`config.mk`:
```
export PLATFORM = sky130hd
export DESIGN_NAME = mem_port_arb
export DESIGN_NICKNAME = d
export VERILOG_FILES = /design/src/rtl/mem_port_arb_pkg.sv /design/src/rtl/mem_port_arb.sv
export SDC_FILE = /design/constraint.sdc
export NUM_CORES = 1
export LEC_CHECK = 0
export ABC_AREA = 1
export ABC_CLOCK_PERIOD_IN_PS = 2000
export CAP_MARGIN = 5
export CORE_MARGIN = 3
export CORE_UTILIZATION = 40
export DETAILED_ROUTE_END_ITERATION = 16
export HOLD_SLACK_MARGIN = 0.1
export PLACE_DENSITY_LB_ADDON = 0.15
export SLEW_MARGIN = 5
export SYNTH_ARGS = -nofsm -noshare
export SYNTH_HDL_FRONTEND = slang
export SYNTH_SLANG_ARGS = --single-unit
```
`constraint.sdc`:
```
create_clock -name clk -period 2 [get_ports clk]
set_input_delay 0.5 -clock clk [delete_from_list [all_inputs] [get_ports clk]]
set_output_delay 0.5 -clock clk [all_outputs]
set_load 0.01 [all_outputs]
```
`src/rtl/mem_port_arb_pkg.sv`:
```
// Shared encodings for the memory-port arbiter and the core-side glue that drives it.
package mem_port_arb_pkg;

    typedef enum logic [1:0] {
        ST_IDLE = 2'd0,
        ST_CMD  = 2'd1,
        ST_WAIT = 2'd2,
        ST_RESP = 2'd3
    } arb_state_e;

    localparam logic OWN_IF = 1'b0;
    localparam logic OWN_DM = 1'b1;

    // Opcodes the core uses to decide which MEM-stage ops raise i_dm_req as loads.
    localparam logic [6:0] LOAD    = 7'b0000011;
    localparam logic [6:0] LOAD_FP = 7'b0000111;

endpackage

```
`src/rtl/mem_port_arb.sv`:
```
// Shares one memory bus port between instruction fetch and data memory,
// one transaction at a time, data first with a bounded streak, plus a response watchdog.
//
// state | meaning
// IDLE  | sample requests, pick owner, latch its command
// CMD   | bus command valid, waiting for i_bus_ack
// WAIT  | command accepted, waiting for i_bus_rvd or timeout
// RESP  | owner's vd pulse, back to IDLE next cycle
module mem_port_arb
    import mem_port_arb_pkg::*;
#(
    parameter int STREAK_MAX = 4,
    parameter int TIMEOUT    = 255,
    parameter int TW         = 8
) (
    input  logic        clk,
    input  logic        rst,
    input  logic        i_if_req,
    input  logic [31:0] i_if_addr,
    output logic [31:0] o_if_rdata,
    output logic        o_if_vd,
    input  logic        i_dm_req,
    input  logic        i_dm_we,
    input  logic [31:0] i_dm_addr,
    input  logic [31:0] i_dm_wdata,
    input  logic [3:0]  i_dm_wstrb,
    output logic [31:0] o_dm_rdata,
    output logic        o_dm_vd,
    output logic        o_bus_req,
    output logic        o_bus_we,
    output logic [31:0] o_bus_addr,
    output logic [31:0] o_bus_wdata,
    output logic [3:0]  o_bus_wstrb,
    input  logic        i_bus_ack,
    input  logic        i_bus_rvd,
    input  logic [31:0] i_bus_rdata,
    output logic        o_err,
    output logic        o_busy
);

    localparam int            SW         = $clog2(STREAK_MAX + 1);
    localparam logic [SW-1:0] STREAK_TOP = SW'(STREAK_MAX);
    localparam logic [TW-1:0] TMO_LAST   = TW'(TIMEOUT - 1);

    arb_state_e    state_q, state_d;
    logic          owner_q, owner_d;
    logic [SW-1:0] streak_q, streak_d;
    logic [TW-1:0] tmo_q, tmo_d;
    logic          bus_req_q, bus_req_d;
    logic          bus_we_q, bus_we_d;
    logic [31:0]   bus_addr_q, bus_addr_d;
    logic [31:0]   bus_wdata_q, bus_wdata_d;
    logic [3:0]    bus_wstrb_q, bus_wstrb_d;
    logic [31:0]   if_rdata_q, if_rdata_d;
    logic [31:0]   dm_rdata_q, dm_rdata_d;
    logic          err_q, err_d;
    logic          grant_dm;

    // Data wins unless fetch has already waited through STREAK_MAX data grants.
    assign grant_dm = i_dm_req && (!i_if_req || (streak_q < STREAK_TOP));

    always_comb begin
        state_d     = state_q;
        owner_d     = owner_q;
        streak_d    = streak_q;
        tmo_d       = tmo_q;
        bus_req_d   = bus_req_q;
        bus_we_d    = bus_we_q;
        bus_addr_d  = bus_addr_q;
        bus_wdata_d = bus_wdata_q;
        bus_wstrb_d = bus_wstrb_q;
        if_rdata_d  = if_rdata_q;
        dm_rdata_d  = dm_rdata_q;
        err_d       = 1'b0;
        case (state_q)
            ST_IDLE: begin
                if (i_dm_req || i_if_req) begin
                    state_d   = ST_CMD;
                    bus_req_d = 1'b1;
                    if (grant_dm) begin
                        owner_d     = OWN_DM;
                        bus_we_d    = i_dm_we;
                        bus_addr_d  = i_dm_addr;
                        bus_wdata_d = i_dm_we ? i_dm_wdata : 32'h0;
                        bus_wstrb_d = i_dm_we ? i_dm_wstrb : 4'h0;
                        // grant_dm with if_req high implies streak_q < STREAK_TOP
                        streak_d    = i_if_req ? streak_q + SW'(1) : '0;
                    end else begin
                        owner_d     = OWN_IF;
                        bus_we_d    = 1'b0;
                        bus_addr_d  = i_if_addr;
                        bus_wdata_d = 32'h0;
                        bus_wstrb_d = 4'h0;
                        streak_d    = '0;
                    end
                end
            end
            ST_CMD: begin
                if (i_bus_ack) begin
                    bus_req_d = 1'b0;
                    tmo_d     = '0;
                    state_d   = ST_WAIT;
                end
            end
            ST_WAIT: begin
                tmo_d = tmo_q + TW'(1);
                if (i_bus_rvd) begin
                    if (owner_q == OWN_DM) dm_rdata_d = i_bus_rdata;
                    else                   if_rdata_d = i_bus_rdata;
                    state_d = ST_RESP;
                end else if (tmo_q == TMO_LAST) begin
                    if (owner_q == OWN_DM) dm_rdata_d = 32'h0;
                    else                   if_rdata_d = 32'h0;
                    err_d   = 1'b1;
                    state_d = ST_RESP;
                end
            end
            ST_RESP: state_d = ST_IDLE;
            default: state_d = ST_IDLE;
        endcase
    end

    always_ff @(posedge clk) begin
        if (!rst) begin
            state_q     <= ST_IDLE;
            owner_q     <= OWN_IF;
            streak_q    <= '0;
            tmo_q       <= '0;
            bus_req_q   <= 1'b0;
            bus_we_q    <= 1'b0;
            bus_addr_q  <= 32'h0;
            bus_wdata_q <= 32'h0;
            bus_wstrb_q <= 4'h0;
            if_rdata_q  <= 32'h0;
            dm_rdata_q  <= 32'h0;
            err_q       <= 1'b0;
        end else begin
            state_q     <= state_d;
            owner_q     <= owner_d;
            streak_q    <= streak_d;
            tmo_q       <= tmo_d;
            bus_req_q   <= bus_req_d;
            bus_we_q    <= bus_we_d;
            bus_addr_q  <= bus_addr_d;
            bus_wdata_q <= bus_wdata_d;
            bus_wstrb_q <= bus_wstrb_d;
            if_rdata_q  <= if_rdata_d;
            dm_rdata_q  <= dm_rdata_d;
            err_q       <= err_d;
        end
    end

    assign o_bus_req   = bus_req_q;
    assign o_bus_we    = bus_we_q;
    assign o_bus_addr  = bus_addr_q;
    assign o_bus_wdata = bus_wdata_q;
    assign o_bus_wstrb = bus_wstrb_q;
    assign o_if_rdata  = if_rdata_q;
    assign o_dm_rdata  = dm_rdata_q;
    assign o_if_vd     = (state_q == ST_RESP) && (owner_q == OWN_IF);
    assign o_dm_vd     = (state_q == ST_RESP) && (owner_q == OWN_DM);
    assign o_err       = err_q;
    assign o_busy      = (state_q != ST_IDLE);

endmodule

```
# [Yosys cells after proc, flatten, opt, wreduce, memory -nomap -nowiden]
# Index checks and enable logic that the tools add are counted.
[op_classes] n_addsub=2 magnitude_cmp=1 n_eq_ne=7 n_mux=28 bitwise_logic=3 n_reduce_logical=18
[ops] op="$mux W32" n=11
[ops] op="$pmux W8 S2" n=1
[ops] op="$reduce_and A3 Y1" n=4
[ops] op="$add A8 B1 Y8 const B" n=1
[ops] op="$eq A8 B8 Y1 const B" n=1
[ops] op="$mux W2" n=4
[ops] op="$mux W4" n=2
[ops] op="$mux W8" n=1
[ops] op="$pmux W2 S4" n=1
[ops] op="$reduce_bool A2 Y1" n=4
[ops] op="$mux W3" n=2
[ops] op="$mux W1" n=5
[ops] op="$eq A2 B2 Y1 const B" n=2
[ops] op="$ne A2 B2 Y1 const B" n=2
[ops] op="$reduce_and A2 Y1" n=2
[ops] op="$add A3 B1 Y3 const B" n=1
[ops] op="$logic_and A1 B1 Y1" n=3
[ops] op="$lt A3 B3 Y1 const B" n=1
[ops] op="$ne A3 B3 Y1 const B" n=1
[ops] op="$not A1 Y1" n=3
[ops] op="$reduce_or A3 Y1" n=1
[ops] op="$eq A2 B1 Y1 const B" n=1
[ops] op="$logic_not A2 Y1" n=1
[ops] op="$logic_or A1 B1 Y1" n=2
[ops] op="other kinds (2)" n=2
[word_totals] register_bits=149 inputBits=139 out_inout_bits=138 wordCells=71

# [Depth between registers and ports, before layout]
[logic_depth] depth_word=4 depth_mapped=11

# [Least setup slack after synthesis]
# Ideal clock, no wire load.
[synth_path] kind="register to register" start="register state_q[0]" end="register tmo_q[4]" setup_ps=111 arrival_ps=1430 required_ps=1889 slack_ps=459 stages_incl_launch_ff=11 path_buffers=1 synth_period_minus_slack_ps=1541 path_cell_list="dfxtp_1 > inv_1 > ha_1 > buf_4 > nand2_1 > nand2_1 > inv_1 > o21ai_0 > inv_1 > nand2_1 > nor2_1"
[synth_via] elab_chain_cells=3 elab_cells_between_ends=6 classes_between="eq/ne: 3; mux: 1; reduce/logical: 2"
[synth_rtl] element="from (decl)" line="mem_port_arb.sv:45" text="arb_state_e state_q, state_d;"
[synth_rtl] element="from (signal assigned)" line="mem_port_arb.sv:138" text="state_q <= state_d;"
[synth_rtl] element="$eq A2 B1 Y1 or $eq A2 B2 Y1 (tied branches)" line="mem_port_arb.sv:75" text="case (state_q)"
[synth_rtl] element="$ne A2 B2 Y1 (no line) or $reduce_bool A2 Y1 (tied branches)"
[synth_rtl] element="$reduce_and A2 Y1 (no line)"
[synth_rtl] element="to (signal assigned)" line="mem_port_arb.sv:141" text="tmo_q <= tmo_d;"
[synth_rtl] element="to (decl)" line="mem_port_arb.sv:48" text="logic [TW-1:0] tmo_q, tmo_d;"
# Parallel ways exist; a longest one is shown, timed or not.
# A chain may end at the register's enable or synchronous reset.

# [Final worst setup path]
[layout_path] start="register state_q[0]" end="output port o_busy"
[layout_via] elab_chain_cells=1
[layout_rtl] element="$reduce_bool A2 Y1" line="mem_port_arb.sv:163" text="assign o_busy = (state_q != ST_IDLE);"
[layout_rtl] element="to (decl)" line="mem_port_arb.sv:38" text="output logic o_busy"
# No other way between the ends.

==> impl_metrics.env <==
export IMPL_status="complete, no violations"
export IMPL_antenna_found_initial=0
export IMPL_finalNetCount=1369
export IMPL_final_util_pct=63.84
export IMPL_dr_pass1_iters=4
export IMPL_tightest_slew_ps=433.4
export IMPL_place_area_um2=9529
export IMPL_grt_ovfl_total=0
export IMPL_async_flop_share_pct=0
export IMPL_drive_gt1_share_pct=5.749
export IMPL_cts_root_buf="clkbuf_16"
export IMPL_die_x_um=133.8
export IMPL_register_area_um2=2985
export IMPL_worst_ir_drop_vdd_mv=0.6358
export IMPL_vias=6578
export IMPL_final_setup_viol_count=0
export IMPL_port_buffer_count=276
export IMPL_ys_warn_count=0
export IMPL_dominantRegCellSynth="dfxtp_1"
export IMPL_diodes=0
export IMPL_globalRouteTotalUtil_pct=20.57
export IMPL_timing_fmax_mhz=526.4
export IMPL_dieArea_um2=17900
export IMPL_synth_top_area_share_pct=45.67
export IMPL_fin_crit_ps=1900
export IMPL_drcViolationCount=0
export IMPL_ys_top_cells_by_count="nand2_1 (327), dfxtp_1 (149), inv_1 (132)"
export IMPL_finClkSkew_ps=7.669
export IMPL_yosysMostFrequentCell="nand2_1"
export IMPL_gp_congestion=0.8044
export IMPL_arrival_ps=1400
export IMPL_clk_insertion_delay_late_ps=410
export IMPL_synth_largest_area_cell="dfxtp_1"
export IMPL_rsz0062_at_grt="no"
export IMPL_start_kind="register"
export IMPL_cts_tree="yes"
export IMPL_crit_type="register to output pin"
export IMPL_maxSlewHeadroom_pct=71.11
export IMPL_synth_seq_area_share_pct=45.67
export IMPL_num_rows=46
export IMPL_synth_avg_cell_area_um2=6.810
export IMPL_numCtsBuffers=17
export IMPL_hpwl_mm=13.52
export IMPL_power_density_nw_per_um2=1082
export IMPL_h_tree_depth=4
export IMPL_leakagePower_nw=4.536
export IMPL_syn_nets=1106
export IMPL_p_total_mw=11.01
export IMPL_setup_tns_ps=0
export IMPL_wire_per_inst_um=13.15
export IMPL_synth_edf_count=0
export IMPL_drt_total_wl_mm=19.08
export IMPL_synth_area_leaders="dfxtp_1 (46%), nand2_1 (19%), inv_1 (7.6%), nor2_1 (6.8%), a21oi_1 (3.8%)"
export IMPL_critPathCaptureType="output pin"
export IMPL_ant_nets=0
export IMPL_post_route_period_util_pct=94.99
export IMPL_drv_cap=0
export IMPL_drt_initial_drc_count=368
export IMPL_cts_sinks=149
export IMPL_netlist_area_um2=6531
export IMPL_grt_pass1_vias=6025
export IMPL_core_area_um2=15940
export IMPL_required_ps=1500
export IMPL_grt_pass1_wl_mm=30.04
export IMPL_worstPathMaxFanout=4
export IMPL_finish_instance_area_um2=10180
export IMPL_n_fill_cell=1456
export IMPL_ys_types=29
export IMPL_area_growth_pct=55.82
export IMPL_clk_path_buf_depth=2
export IMPL_ios=277
export IMPL_grt_max_degree=42
export IMPL_slew_violations=0
export IMPL_syn_inst=959
export IMPL_die_h_um=133.8
export IMPL_min_path_type="register to register"
export IMPL_multiInputGateArea_um2=2723
export IMPL_initial_core_util_pct=40.97
export IMPL_ys_ff_latch=149
export IMPL_viasPerCell=4.533
export IMPL_hold_viol_final=0
export IMPL_holdBufCountCts=0
export IMPL_path_clk_slew_ps=60
==> final timing paths <==
kind / from / endpoint / slack (ps) / cells past startpoint
max: state_q[0] / o_busy / 100 / 4
min: o_bus_wstrb[2] / o_bus_wstrb[2] / 460 / 2
max reg2reg: state_q[0] / o_bus_addr[30] / 360 / 8
min reg2reg: o_bus_wstrb[2] / o_bus_wstrb[2] / 460 / 2
==> sequential cells by signal (all words and copies together), names as in the netlist <==
name         cells
o_bus_addr      32
o_bus_wdata     32
o_dm_rdata      32
o_if_rdata      32
tmo_q            8
o_bus_wstrb      4
streak_q         3
state_q          2
o_bus_req        1
o_bus_we         1
o_err            1
owner_q          1
==> worst max-delay path: stages (launching register included) <==
cell	delay [ps]
dfxtp_2	340
inv_1	90
ha_1	220
inv_1	90
clkdlybuf4s15_2	250
==> what timing repair did <==
action,4_1_cts,5_1_grt
buffers inserted,0,0
resized for setup,5,4
setup endpoints to repair,3,3
==> layout by cell type, fill, tap and decap left out, types with 3 or more instances in the layout <==
master,instances
nand2_1,327
inv_1,132
clkinv_2,3
nand4_1,26
clkbuf_8,3
a31oi_1,32
clkdlybuf4s50_1,272
dfxtp_1,147
clkbuf_16,17
ha_1,8
a21oi_1,49
inv_2,3
clkbuf_1,3
bufinv_16,5
nand3_1,6
buf_12,7
o21ai_1,7
o21ai_0,28
nor2_1,118
buf_4,20
==> layer usage <==
metal,vias to the layer above,wire length [µm],share of wire [%],GRT usage [%]
met5,-,0,0,0
met4,0,301,1.6,6.229
met3,20,1381,7.2,6.789
met2,200,9018,47,34.33
met1,2898,8374,44,25.33
li1,3460,-,-,-
==> layout make-up <==
cell class	count	share of cell area, %
Clock inverter	9	1.697
Sequential cell	149	29.33
Tap cell	216	2.656
Clock buffer	23	4.696
Timing Repair Buffer	302	29.85
Inverter	136	5.016
Multi-Input combinational cell	616	26.75
==> power breakdown <==
group	internal, mW	switching (mW)
Clock	2.31	1.21
Sequential	3.53	0.301
Combinational	1.79	1.87
Total	7.63	3.38
==> through the flow <==
step | cells | worst slack [ps] | hold slack (ps)
floorplan | 959 | 459.0 | 448.2
global placement | 1419 | 41.37 | 450.4
detailed placement | 1419 | -11.18 | 454.2
CTS | 1451 | 27.07 | 465.2
global route | 1451 | 28.85 | 479.4
finish | 1451 | 100.2 | 461.6
==> kinds of logic (layout without fill, tap and decap cells) <==
group / after synthesis / in the layout / share of synthesized area (%)
AND/OR/NAND/NOR: 489 / 489 / 30.08
adder cells (fa/ha/maj): 8 / 8 / 1.533
buffers and inverters: 194 / 470 / 12.72
XOR/XNOR: 1 / 1 / 0.1341
flip-flops: 149 / 149 / 45.67
AO/OA/AOI/OAI: 118 / 118 / 9.866
No activity file was read; power rests on OpenSTA's default activity.
